<file path="src/rtl/bcd_pkg.sv">
// Shared types and constants for the sequential binary-to-BCD converter.
package bcd_pkg;

  typedef enum logic [1:0] {
    IDLE  = 2'd0,
    SHIFT = 2'd1,
    DONE  = 2'd2
  } bcd_state_t;

  typedef logic [3:0] bcd_digit_t;

  localparam int         BCD_MAX      = 9999;
  localparam int         BCD_DIGITS   = 4;
  localparam bcd_digit_t BCD_OVF_CODE = 4'hF;

endpackage

</file>
<file path="src/rtl/bcd_add3.sv">
// Combinational shift-and-add-3 digit corrector: digits >= 5 get +3 before the shift.
import bcd_pkg::*;

module bcd_add3 (
  input  bcd_digit_t din,
  output bcd_digit_t dout
);

  assign dout = (din >= 4'd5) ? din + 4'd3 : din;

endmodule

</file>
<file path="src/rtl/bin_to_bcd_seq.sv">
// Sequential binary-to-BCD converter, one bit per cycle, four digits (result is value mod 10000).
// Optional BCD_OVERFLOW_CLAMP_EN: values above 9999 set ovf and force all digits to 4'hF.
import bcd_pkg::*;

module bin_to_bcd_seq #(
  parameter int WIDTH = 14
) (
  input  logic             clk,
  input  logic             rst,
  input  logic             start,
  input  logic [WIDTH-1:0] bin,
  output logic             busy,
  output logic             listo,
  output bcd_digit_t       unidades,
  output bcd_digit_t       decenas,
  output bcd_digit_t       centenas,
  output bcd_digit_t       millares,
  output logic             ovf,
  output bcd_state_t       dbg_state
);

  localparam int CW = $clog2(WIDTH + 1);

  // Handshake: start is taken only in IDLE (busy=0); busy stays high through SHIFT and DONE,
  // and listo is a one-cycle pulse in the cycle the digit outputs change.

  bcd_state_t                   state, state_nxt;
  logic [WIDTH-1:0]             sr;
  logic [CW-1:0]                cnt;
  bcd_digit_t [BCD_DIGITS-1:0]  acc;
  bcd_digit_t [BCD_DIGITS-1:0]  acc_adj;
  logic [4*BCD_DIGITS-1:0]      adj_flat;
  logic                         last_bit;

  for (genvar i = 0; i < BCD_DIGITS; i++) begin : g_add3
    bcd_add3 u_add3 (
      .din  (acc[i]),
      .dout (acc_adj[i])
    );
  end

  assign adj_flat  = acc_adj;
  assign last_bit  = (cnt == CW'(WIDTH - 1));
  assign busy      = (state != IDLE);
  assign dbg_state = state;

  always_ff @(posedge clk or posedge rst) begin
    if (rst) state <= IDLE;
    else     state <= state_nxt;
  end

  always_comb begin
    state_nxt = state;
    case (state)
      IDLE:    if (start) state_nxt = SHIFT;
      SHIFT:   if (last_bit) state_nxt = DONE;
      DONE:    state_nxt = IDLE;
      default: state_nxt = IDLE;
    endcase
  end

`ifdef BCD_OVERFLOW_CLAMP_EN
  logic ovf_flag;
  logic ovf_q;

  always_ff @(posedge clk or posedge rst) begin
    if (rst) begin
      ovf_flag <= 1'b0;
      ovf_q    <= 1'b0;
    end else begin
      if (state == IDLE && start) ovf_flag <= (32'(bin) > 32'(BCD_MAX));
      if (state == DONE)          ovf_q    <= ovf_flag;
    end
  end

  assign ovf = ovf_q;
`else
  assign ovf = 1'b0;
`endif

  always_ff @(posedge clk or posedge rst) begin
    if (rst) begin
      sr       <= '0;
      cnt      <= '0;
      acc      <= '0;
      listo    <= 1'b0;
      unidades <= '0;
      decenas  <= '0;
      centenas <= '0;
      millares <= '0;
    end else begin
      listo <= 1'b0;
      case (state)
        IDLE: begin
          if (start) begin
            sr  <= bin;
            cnt <= '0;
            acc <= '0;
          end
        end
        SHIFT: begin
          // The top bit of the corrected thousands digit is a ten-thousands carry; dropping it gives mod 10000.
          acc <= {adj_flat[4*BCD_DIGITS-2:0], sr[WIDTH-1]};
          sr  <= sr << 1;
          cnt <= cnt + CW'(1);
        end
        DONE: begin
          listo <= 1'b1;
`ifdef BCD_OVERFLOW_CLAMP_EN
          if (ovf_flag) begin
            unidades <= BCD_OVF_CODE;
            decenas  <= BCD_OVF_CODE;
            centenas <= BCD_OVF_CODE;
            millares <= BCD_OVF_CODE;
          end else begin
            unidades <= acc[0];
            decenas  <= acc[1];
            centenas <= acc[2];
            millares <= acc[3];
          end
`else
          unidades <= acc[0];
          decenas  <= acc[1];
          centenas <= acc[2];
          millares <= acc[3];
`endif
        end
        default: ;
      endcase
    end
  end

endmodule

</file>
<file path="config.mk">
export PLATFORM = sky130hd
export DESIGN_NAME = bin_to_bcd_seq
export DESIGN_NICKNAME = d
export VERILOG_FILES = /design/src/rtl/bcd_pkg.sv /design/src/rtl/bcd_add3.sv /design/src/rtl/bin_to_bcd_seq.sv
export SDC_FILE = /design/constraint.sdc
export NUM_CORES = 1
export LEC_CHECK = 0
export BUFFER_PORTS_ARGS = -buffer_cell sky130_fd_sc_hd__buf_2
export CORE_UTILIZATION = 31
export CTS_CLUSTER_DIAMETER = 40
export DETAILED_ROUTE_END_ITERATION = 8
export SLEW_MARGIN = 10
export SYNTH_ARGS = -nofsm -noshare
export SYNTH_HDL_FRONTEND = slang
export SYNTH_SLANG_ARGS = --single-unit
</file>
<file path="constraint.sdc">
create_clock -name clk -period 1.5 [get_ports clk]
set_input_delay 0.075 -clock clk [delete_from_list [all_inputs] [get_ports clk]]
set_output_delay 0.075 -clock clk [all_outputs]
set_load 0.01 [all_outputs]
</file>
==> key figures <==
Final layout
  – Post-layout util: 39.0%
  – Final Instance Area: 0.00302 mm2
  – Proportion of layout cells with a drive suffix above 1: 33.1%
  – Ant diodes: 0
  – Nets: 298
  – Layout Cells excl Fill: 374
  – Area grow syn2layout: 21.7%
  – Fill cells: 787

Timing
  – Setup TNS: 0 ns
  – Post-Route Skew: 0.00958 ns
  – Fin. Hold Viols: 0
  – F_max: 0.697 GHz
  – Part of the cycle the worst path needs: 95.6%
  – Setup Viol. Count Final: 0
  – Min cycle time layout: 1.43 ns
  – Final slew viol count: 0

Global routing
  – Vias in the first global route: 1777
  – Global Route Usage Sum: 12.2%
  – Largest net degree at the start of global routing: 54
  – Antenna violations before repair: 0
  – Total grt overflow: 0
  – First-pass GRT wire length: 8.23 mm

Clocking
  – CTS root buf: clkbuf_8
  – H-tree depth: 2
  – CTS tree: built
  – Max clock buf depth: 2
  – TritonCTS Buffers: 5
  – Clock latency on the worst-skew pair: 0.31 ns
  – CTS Sinks: 53
  – Clk slew on worst S/H paths: 0.09 ns

Place
  – Port bufs: 36
  – RD Place Congestion: 0.777
  – Dpl cell area: 0.00285 mm2
  – Hpwl dp: 3.16 mm
  – Placed insts: 362

Routing
  – First-pass DRT Iterations: 4
  – DR iter-0 viols: 90
  – DR vias: 1806
  – Post-Route WL: 4.88 mm
  – DR vias/cell: 4.83
  – Drt drc: 0
  – ANT nets after route: 0
  – Wire per inst: 13.1 um

Min path
  – Hold WC Path Type: in -> reg
  – Hold Path End: sr[1]
  – HP Start: bin[1]
  – WHS Path Cells: 3

Status
  – Outcome: finished, final reports clean

Power and ir drop
  – Peak VDD IR: 0.000548 V
  – Leakage power: 1.43 nW
  – Pwr Total: 5.72 mW
  – PwrDens: 1900 mW/mm2

Floorplan
  – Core Box Area: 0.00773 mm2
  – I/O pins: 38
  – Die height: 91.4 um
  – Starting density of the core: 32.1%
  – # rows: 32
  – Die W: 91.4 um
  – Full die area: 0.00835 mm2

Setup path
  – CP endpoint kind: output port
  – Crit Path Class: reg -> out
  – Worst reg2reg path depth: 6
  – Critical Path Start Type: flop
  – Worst EP arrival: 1.36 ns
  – R2R setup slack: 0.07 ns
  – Reg2reg start: acc[9]
  – Reg2Reg Capture Point: acc[10]
  – Worst Path Max Fanout: 10
  – Worst Path Required: 1.42 ns

Synthesis
  – #FFs+latches synth: 53
  – Syn Nets: 251
  – Syn Inst Count: 224
  – Synthesized area per cell: 11.1 um2
  – Synth warn: 0
  – Synth cell types: 32
  – Register area share after synthesis: 53.5%
  – Post-synthesis instance area: 0.00248 mm2

Run
  – Max Cap Viol: 0
-- metrics by stage --
step	hold WS (ns)	worst slack [ns]
2_1_floorplan	0.272	0.102
3_3_place_gp	0.145	0.0500
3_5_place_dp	0.148	-0.0339
4_1_cts	0.0587	0.00338
5_1_grt	0.0590	-0.0300
6_report	0.0747	0.0660
-- worst max-delay path, cell delays in order (launching register included) --
cell     delay, ns
dfrtp_2       0.46
buf_4         0.18
or2_2         0.29
buf_2         0.14
-- where the power goes --
| group | total, mW | leakage, nW | internal, mW | switching, mW |
|---|---|---|---|---|
| sequential | 2.39 | 0.695 | 1.96 | 0.430 |
| clock | 0.805 | 0.0456 | 0.334 | 0.471 |
| combinational | 2.52 | 0.686 | 1.27 | 1.25 |
-- cells in the mapped netlist (all sizes together) --
cell,count,area (um2)
or2,2,12.5
nand2b,5,31.3
a32o,4,40.0
buf,10,66.3
a21oi,15,75.1
inv,11,41.3
mux2i,4,40.0
dfrtp,53,1330
nor3b,10,75.1
a22oi,4,30.0
o22ai,6,37.5
nor2,6,22.5
ha,10,125
nand4,2,12.5
o21ai,23,115
and2,1,6.26
xor2,2,17.5
clkbuf,4,15.0
a22o,4,35.0
conb,1,3.75
o31ai,4,30.0
a31oi,1,6.26
mux2,16,180
nand2,18,67.6
o32ai,2,17.5
nor2b,2,12.5
xnor2,4,35.0
-- repair_timing --
action                                  CTS  global route
pin swaps                                 0             4
resized for setup                         2            13
endpoints found under the setup margin    2             6
setup buffers                             0             3
hold endpoints to repair                 53             0
hold buffers                              1             0
-- sequential cells by signal, indices dropped and copies added (netlist names) --
register,count
cnt,4
millares,4
acc,16
centenas,4
decenas,4
dbg_state,2
unidades,4
sr,14
listo,1
-- routing by layer --
metal | vias up | wire (um) | track usage [%]
li1 | 882 | - | -
met1 | 898 | 2350 | 15.5
met2 | 20 | 2360 | 20.6
met3 | 6 | 122 | 3.10
met4 | 0 | 51 | 3.57
met5 | - | 0 | 0
-- logic make-up after synthesis --
kind of cell | after synthesis | share of synthesized area [%]
other | 1 | 0.151
flip-flops | 53 | 53.5
AND/OR/NAND/NOR | 46 | 9.70
AO/OA/AOI/OAI | 63 | 15.6
buffers and inverters | 25 | 4.95
multiplexers | 20 | 8.89
adder cells (fa/ha/maj) | 10 | 5.05
XOR/XNOR | 6 | 2.12
-- placed cells by master (no fill, tap or decap), types with 5 or more instances in the layout --
cell	synthesis	layout
ha_1	10	7
nand2_1	18	18
buf_2	5	36
o21ai_0	21	21
buf_4	4	14
a21oi_1	15	11
nor2_1	6	6
nor3b_1	10	10
inv_1	11	7
o22ai_1	6	6
mux2_2	15	15
clkbuf_8	0	5
dfrtp_1	53	51
-- final cells by class --
| cell class | count | area, um2 | share of cell area [%] |
|---|---|---|---|
| Inverter | 11 | 41.3 | 1.37 |
| Multi-Input combinational cell | 146 | 1080 | 35.7 |
| Tap cell | 102 | 128 | 4.23 |
| Clock buffer | 6 | 72.6 | 2.41 |
| Timing Repair Buffer | 54 | 355 | 11.8 |
| Clock inverter | 2 | 13.8 | 0.456 |
| Sequential cell | 53 | 1330 | 44.1 |
-- worst max-delay path by stage --
stage	from	to	slack (ns)	cells past startpoint
6_report	dbg_state[1]	busy	0.07	3
5_1_grt	acc[8]	acc[10]	-0.03	6
4_1_cts	acc[1]	acc[2]	0.003	6
3_5_place_dp	acc[5]	acc[6]	-0.03	6
3_3_place_gp	acc[0]	acc[2]	0.05	6
2_1_floorplan	acc[8]	acc[10]	0.10	6
Note: power is estimated with default switching activity, not from simulation.
